<file path="src/rtl/risc_v_32_pkg.sv">
// rtl/risc_v_32_pkg.sv - shared RV32 LSU encodings, state enum and byte-enable helper
package risc_v_32_pkg;

  localparam logic [2:0] F3_B  = 3'b000;
  localparam logic [2:0] F3_H  = 3'b001;
  localparam logic [2:0] F3_W  = 3'b010;
  localparam logic [2:0] F3_BU = 3'b100;
  localparam logic [2:0] F3_HU = 3'b101;

  localparam logic [1:0] SZ_B = 2'b00;
  localparam logic [1:0] SZ_H = 2'b01;

  localparam int BE_W = 4;

  typedef enum logic [1:0] {
    ST_IDLE = 2'd0,
    ST_REQ  = 2'd1,
    ST_DONE = 2'd2
  } lsu_state_t;

  function automatic logic [BE_W-1:0] byte_en(input logic [1:0] size, input logic [1:0] off);
    case (size)
      SZ_B:    byte_en = 4'b0001 << off;
      SZ_H:    byte_en = 4'b0011 << off;
      default: byte_en = 4'b1111;
    endcase
  endfunction

endpackage

</file>
<file path="src/rtl/risc_v_32_load_ext.sv">
// rtl/risc_v_32_load_ext.sv - load lane select with sign/zero extension
module risc_v_32_load_ext
  import risc_v_32_pkg::*;
(
  input  logic [31:0] i_rdata,
  input  logic [1:0]  i_off,
  input  logic [2:0]  i_funct3,
  output logic [31:0] o_result
);

  logic [31:0] w_shifted;

  always_comb begin
    w_shifted = i_rdata >> {i_off, 3'b000};
    case (i_funct3)
      F3_B:    o_result = {{24{w_shifted[7]}}, w_shifted[7:0]};
      F3_H:    o_result = {{16{w_shifted[15]}}, w_shifted[15:0]};
      F3_BU:   o_result = {24'h000000, w_shifted[7:0]};
      F3_HU:   o_result = {16'h0000, w_shifted[15:0]};
      default: o_result = i_rdata;
    endcase
  end

endmodule

</file>
<file path="src/rtl/risc_v_32_lsu.sv">
// rtl/risc_v_32_lsu.sv - RV32 MEM-stage load/store unit with req/ack data-memory port
// Optional LSU_MISALIGN_TRAP_EN: flag misaligned H/W accesses instead of aligning them.
module risc_v_32_lsu
  import risc_v_32_pkg::*;
#(
  parameter int ADDR_W = 32,
  parameter int DATA_W = 32
) (
  input  logic              clk,
  input  logic              rst_n,
  input  logic              ex_valid,
  input  logic              mem_read,
  input  logic              mem_write,
  input  logic [2:0]        funct3,
  input  logic [ADDR_W-1:0] addr,
  input  logic [DATA_W-1:0] store_data,
  output logic              stall,
  output logic [DATA_W-1:0] mem_out,
  output logic              mem_out_valid,
  output logic              misalign,
  output logic              dmem_req,
  output logic              dmem_we,
  output logic [ADDR_W-1:0] dmem_addr,
  output logic [BE_W-1:0]   dmem_be,
  output logic [DATA_W-1:0] dmem_wdata,
  input  logic [DATA_W-1:0] dmem_rdata,
  input  logic              dmem_ack
);

  lsu_state_t        r_state;
  logic [1:0]        r_off;
  logic [2:0]        r_funct3;
  logic              r_is_load;
  logic              r_req;
  logic              r_we;
  logic [ADDR_W-1:0] r_addr;
  logic [BE_W-1:0]   r_be;
  logic [DATA_W-1:0] r_wdata;
  logic [DATA_W-1:0] r_mem_out;
  logic              r_mem_out_valid;
  logic              r_misalign;

  logic              w_start;
  logic              w_trap;
  logic [1:0]        w_size;
  logic [1:0]        w_off;
  logic [DATA_W-1:0] w_wdata;
  logic [DATA_W-1:0] w_ext;

  assign w_start = ex_valid & (mem_read | mem_write);
  assign w_size  = funct3[1:0];

  // Offending low bits are dropped so a misaligned H/W still hits its own word.
  always_comb begin
    w_off   = addr[1:0];
    w_wdata = store_data;
    case (w_size)
      SZ_B: begin
        w_wdata = {4{store_data[7:0]}};
      end
      SZ_H: begin
        w_off   = {addr[1], 1'b0};
        w_wdata = {2{store_data[15:0]}};
      end
      default: begin
        w_off = 2'b00;
      end
    endcase
  end

`ifdef LSU_MISALIGN_TRAP_EN
  assign w_trap = (w_size == SZ_H) ? addr[0] :
                  (w_size != SZ_B) ? (addr[1:0] != 2'b00) : 1'b0;
`else
  assign w_trap = 1'b0;
`endif

  risc_v_32_load_ext u_load_ext (
    .i_rdata  (dmem_rdata),
    .i_off    (r_off),
    .i_funct3 (r_funct3),
    .o_result (w_ext)
  );

  always_ff @(posedge clk or negedge rst_n) begin
    if (!rst_n) begin
      r_state         <= ST_IDLE;
      r_off           <= 2'b00;
      r_funct3        <= 3'b000;
      r_is_load       <= 1'b0;
      r_req           <= 1'b0;
      r_we            <= 1'b0;
      r_addr          <= '0;
      r_be            <= '0;
      r_wdata         <= '0;
      r_mem_out       <= '0;
      r_mem_out_valid <= 1'b0;
      r_misalign      <= 1'b0;
    end else begin
      r_mem_out_valid <= 1'b0;
      r_misalign      <= 1'b0;
      case (r_state)
        ST_IDLE: begin
          if (w_start) begin
            r_off     <= w_off;
            r_funct3  <= funct3;
            r_is_load <= ~mem_write;
            if (w_trap) begin
              r_misalign <= 1'b1;
              r_state    <= ST_DONE;
            end else begin
              r_req   <= 1'b1;
              r_we    <= mem_write;
              r_addr  <= {addr[ADDR_W-1:2], 2'b00};
              r_be    <= byte_en(w_size, w_off);
              r_wdata <= w_wdata;
              r_state <= ST_REQ;
            end
          end
        end
        ST_REQ: begin
          if (dmem_ack) begin
            r_req <= 1'b0;
            r_we  <= 1'b0;
            if (r_is_load) begin
              r_mem_out       <= w_ext;
              r_mem_out_valid <= 1'b1;
            end
            r_state <= ST_DONE;
          end
        end
        ST_DONE: r_state <= ST_IDLE;
        default: r_state <= ST_IDLE;
      endcase
    end
  end

  // Gated by rst_n so the freeze releases the instant reset asserts.
  assign stall = rst_n & (((r_state == ST_IDLE) & w_start) | (r_state == ST_REQ));

  assign mem_out       = r_mem_out;
  assign mem_out_valid = r_mem_out_valid;
  assign misalign      = r_misalign;
  assign dmem_req      = r_req;
  assign dmem_we       = r_we;
  assign dmem_addr     = r_addr;
  assign dmem_be       = r_be;
  assign dmem_wdata    = r_wdata;

endmodule

</file>
<file path="config.mk">
export PLATFORM = sky130hd
export DESIGN_NAME = risc_v_32_lsu
export DESIGN_NICKNAME = d
export VERILOG_FILES = /design/src/rtl/risc_v_32_pkg.sv /design/src/rtl/risc_v_32_load_ext.sv /design/src/rtl/risc_v_32_lsu.sv
export SDC_FILE = /design/constraint.sdc
export NUM_CORES = 1
export LEC_CHECK = 0
export ABC_AREA = 1
export BUFFER_PORTS_ARGS = -buffer_cell sky130_fd_sc_hd__buf_4
export CORE_UTILIZATION = 53
export CTS_CLUSTER_DIAMETER = 120
export CTS_CLUSTER_SIZE = 28
export DETAILED_ROUTE_END_ITERATION = 10
export PLACE_DENSITY = 0.86
export RECOVER_POWER = 50
export SLEW_MARGIN = 20
export SYNTH_ARGS = -nofsm -noshare
export SYNTH_HDL_FRONTEND = slang
export SYNTH_HIERARCHICAL = 1
export SYNTH_SLANG_ARGS = --single-unit
</file>
<file path="constraint.sdc">
create_clock -name clk -period 4.23 [get_ports clk]
set_input_delay 1.0575 -clock clk [delete_from_list [all_inputs] [get_ports clk]]
set_output_delay 1.0575 -clock clk [all_outputs]
set_load 0.02 [all_outputs]
</file>
**After elaboration in Yosys (flattened, before gate mapping)**

Index checks and enable logic that the tools add are counted.

- Register bits: 109
- Bits in latches: 0
- Memory bits (writable): 0
- ROM bits: 0
- Output and inout port bits: 105
- Memories: 0

- Add/sub/neg operators: 0
- Multiply operators: 0
- Divide/modulo/power cells: 0
- Magnitude comparators: 0
- Equal/unequal tests: 7
- Shifts and indexed selects: 3
- Muxes and demuxes: 15
- Bitwise gates (word level): 6
- Reduce and logical (&&, ||, !) cells: 8

Operators with widths:

| cell | number |
|---|---|
| case mux 32 bit (4 select lines) | 1 |
| case mux 32 bit (2 select lines) | 1 |
| right shift 32 x 5 -> 16 bit | 1 |
| case mux 2 bit (2 select lines) | 2 |
| case mux 4 bit (2 select lines) | 1 |
| equality test 3 bit, second input constant | 2 |
| 2-to-1 mux 1 bit | 6 |
| AND reduction 3 bit | 2 |
| equality test 2 x 1 -> 1 bit, second input constant | 2 |
| zero test 2 bit | 2 |
| 2-to-1 mux 2 bit | 2 |
| inequality test 2 bit, second input constant | 2 |
| case mux 1 bit (2 select lines) | 2 |
| AND reduction 2 bit | 2 |
| left shift 1 x 2 -> 4 bit, first input constant | 1 |
| left shift 2 x 2 -> 4 bit, first input constant | 1 |
| AND 1 bit | 3 |
| equality test 3 x 1 -> 1 bit, second input constant | 1 |
| zero test 3 bit | 1 |
| bitwise OR 1 bit | 2 |
| nonzero test 2 bit | 1 |
| inverter 1 bit | 1 |

**Depth between registers and ports, before layout**

Gate-level depths: netlist of run 1.

- Depth in word-level cells: 5
- Mapped depth: 12
- Mapped depth without buffers: 10

**Cells and area by module**

The synthesis of run 1 kept the hierarchy.

By module, submodules not included:

| module | times used | cells each | area each (sq um) | seq. area each (sq um) |
|---|---|---|---|---|
| risc_v_32_lsu | 1 | 532 | 4456.8 | 2727.6 |
| risc_v_32_load_ext | 1 | 210 | 1017.2 | 0.0 |

**Worst setup path before layout of run 1**

OpenSTA, ideal clock, no wires.

- Kind: input to output
- Start point: input port ex_valid
- End point: output port stall
- Data arrival time: 1727 ps
- Slack: 1445 ps
- Stages: 4
- Path buffers: 0
- Path through: inv_2 -> nor2_1 -> o21ai_1 -> a21boi_0

- Longest elaborated chain between the ends: 4

RTL lines:

| element | line | source |
|---|---|---|
| from (decl) | risc_v_32_lsu.sv:11 | `input logic ex_valid,` |
| AND 1 bit | risc_v_32_lsu.sv:50 | `assign w_start = ex_valid & (mem_read \| mem_write);` |
| AND 1 bit | risc_v_32_lsu.sv:139 | `assign stall = rst_n & (((r_state == ST_IDLE) & w_start) \| (r_state == ST_REQ));` |
| bitwise OR 1 bit | risc_v_32_lsu.sv:139 |  |
| AND 1 bit | risc_v_32_lsu.sv:139 |  |
| to (decl) | risc_v_32_lsu.sv:17 | `output logic stall,` |

Every way passes these cells.

**Final worst setup path of run 1**

- Start point: input port mem_write
- End point: register r_we (netlist: dmem_we)

- Longest elaborated chain between the ends: 4
- Elaborated cells between the ends (all ways): 6
- Those cells by class: 1 x eq/ne; 2 x mux; 2 x bitwise; 1 x reduce/logical

RTL lines:

| element | line | source |
|---|---|---|
| from (decl) | risc_v_32_lsu.sv:13 | `input logic mem_write,` |
| bitwise OR 1 bit | risc_v_32_lsu.sv:50 |  |
| AND 1 bit | risc_v_32_lsu.sv:50 |  |
| inequality test 2 bit (no source line) | - |  |
| AND reduction 3 bit (no source line) | - |  |
| to (signal assigned) | risc_v_32_lsu.sv:113 | `r_we <= mem_write;` |
| to (decl) | risc_v_32_lsu.sv:35 | `logic r_we;` |

Several ways; a longest one is shown, not always the timed one. The select of a mux whose other input is x is not followed.
A chain may end at the register's enable or synchronous reset.

==> flow_summary.toml, run 1 <==
[power_and_ir_drop]
ir_drop_uv = 337
total_power_mw = 4.01
power.leakage_nw = 3.75
power_density_nw_per_um2 = 589

[grt]
grt_antenna_before_repair = 0
overflow = 0
first_global_vias = 5132
use_met2_pct = 47.8
grt_max_degree = 62
grt_busiest_layer = "met2"
use_met1_pct = 38.3
grt_first_pass_wirelength_mm = 25.3
use_met3_pct = 8.87
track_usage_pct = 29.5

[placed_design]
dpl.cell_count = 1047
hpwlAfterDp_mm = 11.2
port_buffers = 206
pre_cts_ws_ps = 1420
place.gp.congestion = 0.835

[yosys]
postSynthRegisterBits = 109
synth_edf_count = 0
postSynthCellCount = 742
synthAdderAreaFrac_pct = 0
synth_top_area_cell = "dfrtp_1"
synthFlopType = "dfrtp_1"
synthSimpleGateAreaFrac_pct = 37.8
synth.area.top_cells = "dfrtp_1, nand2_1, o21ai_0"
synth_compound_area_share_pct = 5.53
ys_seq_area_share_pct = 49.8
muxShareOfSynthArea_pct = 0
avgSynthCellArea_um2 = 7.38
ys_warn_count = 6
synth_top_family_by_area = "simple AND/OR/NAND/NOR gates"
synth_area_um2 = 5470
synthTopCellsByCount = "nand2_1, dfrtp_1, nor2_1"
synth_xor_area_share_pct = 0
synthDistinctLibCells = 28
post-synth-top-count-cell = "nand2_1"
async_reset_ff_share_pct = 100
yosysTopAreaCellShare_pct = 49.8

[die]
die_x_um = 104
die_h_um = 104
ios = 210
start_util_pct = 55.2
die-area_um2 = 10700
core_um2 = 9910
num_rows = 36

[critical_path]
end_kind = "register"
critical_path_required_ps = 4530
cp_slowest_stage_delay_ps = 1610
cpMaxStageDelayCell = "o211ai_1"
crit_chain = "clkbuf_1, o211ai_1, buf_12, nand3_1, nand2_1"
crit_type = "in -> reg"
critPathBufInv = 2
crit_path_start_kind = "input pin"
crit_fanout = 59
critical-path-top-delay-family = "compound AO/OA/AOI/OAI gates"
worstPathArrival_ps = 3330

[detailed_routing]
drt_iter0_drc = 355
via_per_inst = 5.10
first_pass_iters = 4
routedWlPerCell_um = 14.5
drc = 0
vias = 5421
ant_nets = 0
drt-total-wl_mm = 15.4

[sta]
period_needed_ps = 3030
rsz0062_at_grt = "no"
drv_slew = 32
tightest_slew_ps = 2090
finalCritPeriodShare_pct = 71.7
fmax_ghz = 0.330
hold_viol_final = 0
setup_viol = 0
clock_skew_ps = 17.1
worst_slack_ps = 1200
setup_tns_ps = 0
slew_headroom_pct = -40.3

[clocking]
clk_pin_slew_ps = 100
post-cts-setup-buffers = 0
cts_tree = "yes"
htreeDepth = 3
cts.sinks = 109
cts_resized = 0
cts_max_path_buffers = 2
cts_root_buf = "clkbuf_8"
hold_buffers = 0
numCtsBuffers = 9
clk_latency_ps = 370

[finish]
final_util_pct = 68.8
syn_to_final_growth_pct = 24.5
fin_cells = 1063
nets = 1030
antenna_cells = 0
fill_cells = 964
layout-drive-gt1-share_pct = 17.3

[run_status]
violations = "max-capacitance violations, max-slew violations"
status = "complete, but fails checks"

[run]
maxCapViolations = 1

[hold_path]
hp-class = "reg -> reg"
## worst paths after layout
path,startpoint,to,slack [ps],cells past startpoint
setup / recovery,mem_write,dmem_we,1200,5
hold / removal,dmem_wdata[0],dmem_wdata[0],490,2
setup reg to reg,r_off[0],mem_out[24],1840,9
hold reg to reg,dmem_wdata[0],dmem_wdata[0],490,2
max in group asynchronous,rst_n,dmem_wdata[0],2020,3
min in group asynchronous,rst_n,dmem_addr[5],1010,2
## metrics by stage
stage,cell area [um2],hold slack [ps]
floorplan,5480,473
global placement,7000,463
detailed placement,7000,466
CTS,7180,493
global route,6820,512
finish,6820,488
## cell type report
| cell class | count | area [um2] | area share, % |
|---|---|---|---|
| Clock buffer | 10 | 128 | 1.87 |
| Clock inverter | 6 | 55.1 | 0.808 |
| Inverter | 29 | 116 | 1.71 |
| Multi-Input combinational cell | 566 | 2380 | 35.0 |
| Sequential cell | 109 | 2730 | 40.0 |
| Tap cell | 133 | 166 | 2.44 |
| Timing Repair Buffer | 210 | 1240 | 18.2 |
## layer usage
layer	up-vias	part of all wire, %	wire (um)
met5	-	0	0
met4	0	1.9	295
met3	20	8.9	1370
met2	244	48	7350
met1	2522	41	6390
li1	2635	-	-
## registers in the layout, indices dropped and copies added, names as in the netlist
register	flops
dmem_addr	30
dmem_be	4
dmem_req	1
dmem_wdata	32
dmem_we	1
mem_out	32
mem_out_valid	1
r_funct3	3
r_is_load	1
r_off	2
r_state	2
## worst reg2reg max path, stage by stage (launching register included)
cell	delay [ps]
dfrtp_1	920
inv_2	370
nand2_1	140
nand3_1	160
nand3_4	210
nand2_4	70
inv_4	180
nand2_1	100
nand2_1	80
nand2_1	50
## cell families after synthesis
kind of cell	Yosys count
flops	109
compound gates	51
buf+inv	69
simple gates	512
other cells	1
## layout by cell type (no fill, tap or decap), types with 3 or more instances in the layout
cell      netlist  final
conb_1          1      3
nand4_1         8      8
nand2_1       437    437
o21ai_0        23     23
dfrtp_1       109    109
inv_2           4      3
buf_4           9    116
nand3_1        20     20
a21boi_0        9      9
inv_4           3      3
clkbuf_1        7     94
inv_1          22     23
nor2_4          2      3
clkbuf_8        0      9
nor2_1         24     24
a21oi_1         6      6
nand2_2        14     14
o21ai_1         5      5
o211ai_1        6      7
## report_power, final
group	internal, mW	leakage, nW	switching [mW]	total, mW
clock	0.225	0.0865	0.374	0.599
combinational	0.539	2.30	1.18	1.72
sequential	1.41	1.37	0.280	1.69
Power figures use the tool's default switching activity.
==> inputs of run 2 (changes only) <==
- ABC_AREA: 1 -> 0
- CORE_UTILIZATION: 53 -> 49
- PLACE_DENSITY: 0.86 -> 0.8
- clock period: 4.23 -> 2.9 ns (I/O delays scaled with it)
==> run 2 against run 1 <==
  * The run now ends clean
  * Die area increased by 6.2%
  * Clock skew decreased by 4.7 ps
  * Register-to-register slack got worse by 1200 ps
  * Via count decreased by 22%
  * Setup slack got worse by 710 ps
  * Cell count decreased by 28%
  * Total power increased by 57%
  * Sequential share of layout area decreased by 0.39 points
  * Critical path type unchanged
==> flow_summary.toml, run 2 <==
[run_status]
status = "finished, final reports clean"

[detailed_routing]
routedWlPerCell_um = 18.5
drt-total-wl_mm = 14.2
drt_iter0_drc = 151
via_per_inst = 5.54
drc = 0
first_pass_iters = 4
vias = 4247
ant_nets = 0

[sta]
slew_headroom_pct = 7.85
period_needed_ps = 2410
fmax_ghz = 0.415
tightest_slew_ps = 1380
setup_tns_ps = 0
finalCritPeriodShare_pct = 83.1
hold_ws_ps = 507
hold_viol_final = 0
clock_skew_ps = 12.3
rsz0062_at_grt = "no"
drv_slew = 0
setup_viol = 0

[grt]
grt_antenna_before_repair = 0
grt_max_degree = 56
grt_first_pass_wirelength_mm = 21.8
first_global_vias = 4311
overflow = 0
track_usage_pct = 25.1

[placed_design]
place.gp.congestion = 0.824
place_area_um2 = 6920
port_buffers = 206
hpwlAfterDp_mm = 10.4
dpl.cell_count = 751

[yosys]
postSynthRegisterBits = 109
synthSimpleGateAreaFrac_pct = 4.58
async_reset_ff_share_pct = 100
postSynthCellCount = 430
avgSynthCellArea_um2 = 12.5
synthTopCellsByCount = "dfrtp_1, o21ai_0, mux2_2"
synth.area.top_cells = "dfrtp_1, mux2_2, mux2_4"
ys_seq_area_share_pct = 50.7
synthFlopType = "dfrtp_1"
synth_xor_area_share_pct = 0
ys_warn_count = 6
yosysTopAreaCellShare_pct = 50.7
synthDistinctLibCells = 45
synth_top_family_by_area = "multiplexers"
synth_edf_count = 0
synthAdderAreaFrac_pct = 0
synth_compound_area_share_pct = 13.1
synth_top_area_cell = "dfrtp_1"
muxShareOfSynthArea_pct = 26.6
post-synth-top-count-cell = "dfrtp_1"
synth_area_um2 = 5380

[critical_path]
r2r-start = "r_off[0]"
crit_path_start_kind = "input pin"
end_kind = "register"
regToRegSetupSlack_ps = 600
crit_type = "in -> reg"
worstPathArrival_ps = 2710
crit_fanout = 28
startpoint = "mem_write"
critical_path_required_ps = 3190

[clocking]
cts.sinks = 109
clk_pin_slew_ps = 110
numCtsBuffers = 9
cts_root_buf = "clkbuf_8"
cts_tree = "yes"
hold_buffers = 0
cts_max_path_buffers = 2
htreeDepth = 3
post-cts-setup-buffers = 0
clk_latency_ps = 380
cts_resized = 0

[die]
start_util_pct = 51.4
ios = 210
core_um2 = 10500
die-area_um2 = 11400
die_h_um = 107
num_rows = 37
die_x_um = 107

[finish]
fin_cells = 767
final_cell_mix = "buf_4, dfrtp_1, o21ai_0"
nets = 731
final_util_pct = 65.8
fin_area_um2 = 6880
layout_commonest_cell = "buf_4"
antenna_cells = 0
syn_to_final_growth_pct = 28.0
layout-drive-gt1-share_pct = 41.5

[hold_path]
hold_start = "dmem_wdata[9]"
hp-class = "reg -> reg"

[power_and_ir_drop]
power_density_nw_per_um2 = 917
ir_drop_uv = 490
power.leakage_nw = 3.23

[run]
maxCapViolations = 0
run 2: cell count changes after synthesis, moves of 20 or more:
cell / before / now
nand2_1: 437 / 33
mux2i_1: 0 / 28
nand3_1: 20 / 0
mux2_2: 0 / 59
o21ai_0: 23 / 72
mux2_4: 0 / 31
nor2_1: 24 / 2
run 2: per-stage QoR:
step,setup WS (ps),power (mW)
floorplan,747,4.31
global placement,599,5.52
detailed placement,529,5.61
CTS,625,6.64
global route,341,6.65
finish,489,6.31
run 2: logic make-up after synthesis:
kind of cell           after synthesis
multiplexers                       119
AO/OA/AOI/OAI                      115
flip-flops                         109
AND/OR/NAND/NOR                     48
buffers and inverters               38
other                                1
run 2: path summary, 6_finish.rpt:
path	to	cells past startpoint
max in group asynchronous	mem_out[10]	3
setup / recovery	dmem_wdata[20]	5
hold reg to reg	dmem_wdata[9]	2
hold / removal	dmem_wdata[9]	2
setup reg to reg	mem_out[16]	4
min in group asynchronous	mem_out[31]	2
run 2: area by class of cell:
type	count	area, um2
Clock buffer	9	124
Clock inverter	7	98.8
Fill cell	893	3580
Inverter	8	30.0
Multi-Input combinational cell	285	2390
Sequential cell	109	2730
Tap cell	136	170
Timing Repair Buffer	213	1340
run 2: routing by layer:
layer  vias to the layer above  global-route usage (%)  routed length [um]
li1                       1944                       -                   -
met4                         0                    9.00                 309
met5                         -                       0                   0
met1                      2075                    29.9                5490
met3                        28                    8.02                1370
met2                       200                    42.4                6990
run 2: critical path, cell delays in order:
cell      delay [ps]
clkbuf_1         120
o21ai_0          560
clkbuf_1         880
o21ai_0          270
o21ai_0          140
run 2: power breakdown:
group / internal, mW / switching, mW / total (mW) / leakage [nW]
Clock: 0.493 / 0.540 / 1.03 / 0.115
Combinational: 1.22 / 1.63 / 2.85 / 1.79
Sequential: 2.09 / 0.345 / 2.43 / 1.32
==> inputs of run 3 (changes only) <==
- clock period: 2.9 -> 2.3 ns (I/O delays scaled with it)
==> run 3 against run 2 <==
  * The run now ends with max-slew violations left
  * Critical path depth unchanged
  * Combinational power is 33% higher
  * Hold slack lost 91 ps
  * Clock power increased by 17%
  * Setup slack got worse by 190 ps
  * Cell count grew 0.39%
  * Routed wire length decreased by 0.64%
==> flow_summary.toml, run 3 (synthesis gave the netlist of run 2 again) <==
[run_status]
status = "complete, but fails checks"
violations = "max-slew violations"

[detailed_routing]
drc = 0
drt-total-wl_mm = 14.1
drt_iter0_drc = 179
via_per_inst = 5.54
vias = 4267
ant_nets = 0
first_pass_iters = 4
routedWlPerCell_um = 18.3

[placed_design]
place.gp.congestion = 0.865
port_buffers = 206
hpwlAfterDp_mm = 10.4

[die]
die-area_um2 = 11400
core_um2 = 10500
die_x_um = 107
die_h_um = 107
ios = 210
num_rows = 37
start_util_pct = 51.4

[hold_path]
holdPathEnd = "r_state[0]"
hold_start = "dmem_ack"
hold_depth = 2
hp-class = "in -> reg"

[sta]
period_needed_ps = 2000
slew_headroom_pct = -0.370
fmax_ghz = 0.501
setup_tns_ps = 0
finalCritPeriodShare_pct = 86.8
setup_viol = 0
clock_skew_ps = 11.1
rsz0062_at_grt = "no"
tightest_slew_ps = 1510
hold_ws_ps = 416
hold_viol_final = 0
drv_slew = 33

[clocking]
cts_tree = "yes"
htreeDepth = 3
clk_latency_ps = 380
clk_pin_slew_ps = 110
post-cts-setup-buffers = 0
cts_root_buf = "clkbuf_8"
hold_buffers = 0
cts_max_path_buffers = 2
cts_resized = 0
cts.sinks = 109
numCtsBuffers = 9

[finish]
layout_commonest_cell = "buf_4"
syn_to_final_growth_pct = 30.9
final_cell_mix = "buf_4, dfrtp_1, o21ai_0"
fill_cells = 811
antenna_cells = 0
nets = 734
layout-drive-gt1-share_pct = 47.8

[critical_path]
crit_type = "in -> reg"
regToRegSetupSlack_ps = 310
end_kind = "register"
crit_path_start_kind = "input pin"
r2r-start = "r_off[1]"
critical_path_required_ps = 2600
r2r_cells = 5
regToRegEndpoint = "mem_out[13]"
worstPathArrival_ps = 2300
crit_fanout = 28

[power_and_ir_drop]
switching_share_pct = 39.5
power_density_nw_per_um2 = 1150
p_int_mw = 4.89
ir_drop_uv = 613
power.share.clock_pct = 14.9
power.leakage_nw = 3.38
power_switching_mw = 3.19
comb_power_share_pct = 47.1
p_seq_share_pct = 38.1

[grt]
grt_busiest_layer = "met2"
overflow = 0
grt_max_degree = 110
first_global_vias = 4357
track_usage_pct = 25.1
use_met3_pct = 6.69
use_met1_pct = 30.9
use_met2_pct = 42.0
grt_antenna_before_repair = 0
grt_first_pass_wirelength_mm = 22.0

[run]
maxCapViolations = 0
-- run 3: cell count changes in the layout (fill, tap and decap cells not counted), sizes merged --
| cell | previous run | this run |
|---|---|---|
| clkbuf | 79 | 41 |
| buf | 143 | 185 |
| bufinv | 2 | 1 |
| inv | 9 | 10 |
| clkinv | 4 | 3 |
-- run 3: final cells by class --
type                            instances  area, um2  share of cell area [%]
Sequential cell                       109       2730                    38.7
Multi-Input combinational cell        285       2390                    34.0
Timing Repair Buffer                  216       1530                    21.7
Tap cell                              136        170                    2.42
Clock buffer                           10        128                    1.81
Clock inverter                          6       70.1                   0.995
Inverter                                8       30.0                   0.426
-- run 3: per-layer routing --
layer	part of all wire, %	routed length [um]	vias to the layer above
li1	-	-	1942
met1	40	5610	2085
met2	49	6890	213
met3	8.9	1250	27
met4	2.2	312	0
met5	0	0	-
-- run 3: critical path: stages --
cell,delay (ps)
buf_4,120
o21ai_1,360
clkbuf_1,870
o21ai_0,230
o21ai_0,140
-- run 3: how the worst max path moves through the flow --
| stage | from | to | slack, ps | cells past startpoint |
|---|---|---|---|---|
| floorplan | dmem_rdata[31] | mem_out[25] | 380 | 5 |
| global placement | dmem_rdata[31] | mem_out[25] | 160 | 5 |
| global route | mem_write | dmem_wdata[28] | 140 | 5 |
| finish | mem_write | dmem_wdata[28] | 300 | 5 |
| CTS | r_off[1] | mem_out[13] | 340 | 5 |
| detailed placement | dmem_rdata[31] | mem_out[26] | 100 | 5 |
-- run 3: power by group through the flow --
| stage | clock network, mW | logic [mW] | registers, mW |
|---|---|---|---|
| 4_1_cts | 1.23 | 3.99 | 3.08 |
| 6_report | 1.20 | 3.80 | 3.08 |
| 5_1_grt | 1.30 | 4.06 | 3.16 |
| 3_3_place_gp | 0 | 3.89 | 3.08 |
| 3_5_place_dp | 0 | 3.99 | 3.11 |
| 2_1_floorplan | 0 | 1.55 | 3.88 |
-- run 3: metrics by stage --
step | cells | setup slack, ps | area [um2] | total power [mW] | utilization [%]
floorplan | 432 | 384 | 5390 | 5.43 | -
global placement | 754 | 156 | 6970 | 6.97 | 66.6
detailed placement | 754 | 101 | 6970 | 7.10 | 66.6
CTS | 770 | 339 | 7170 | 8.29 | 68.5
global route | 770 | 144 | 7040 | 8.51 | 67.3
finish | 770 | 302 | 7040 | 8.08 | 67.3
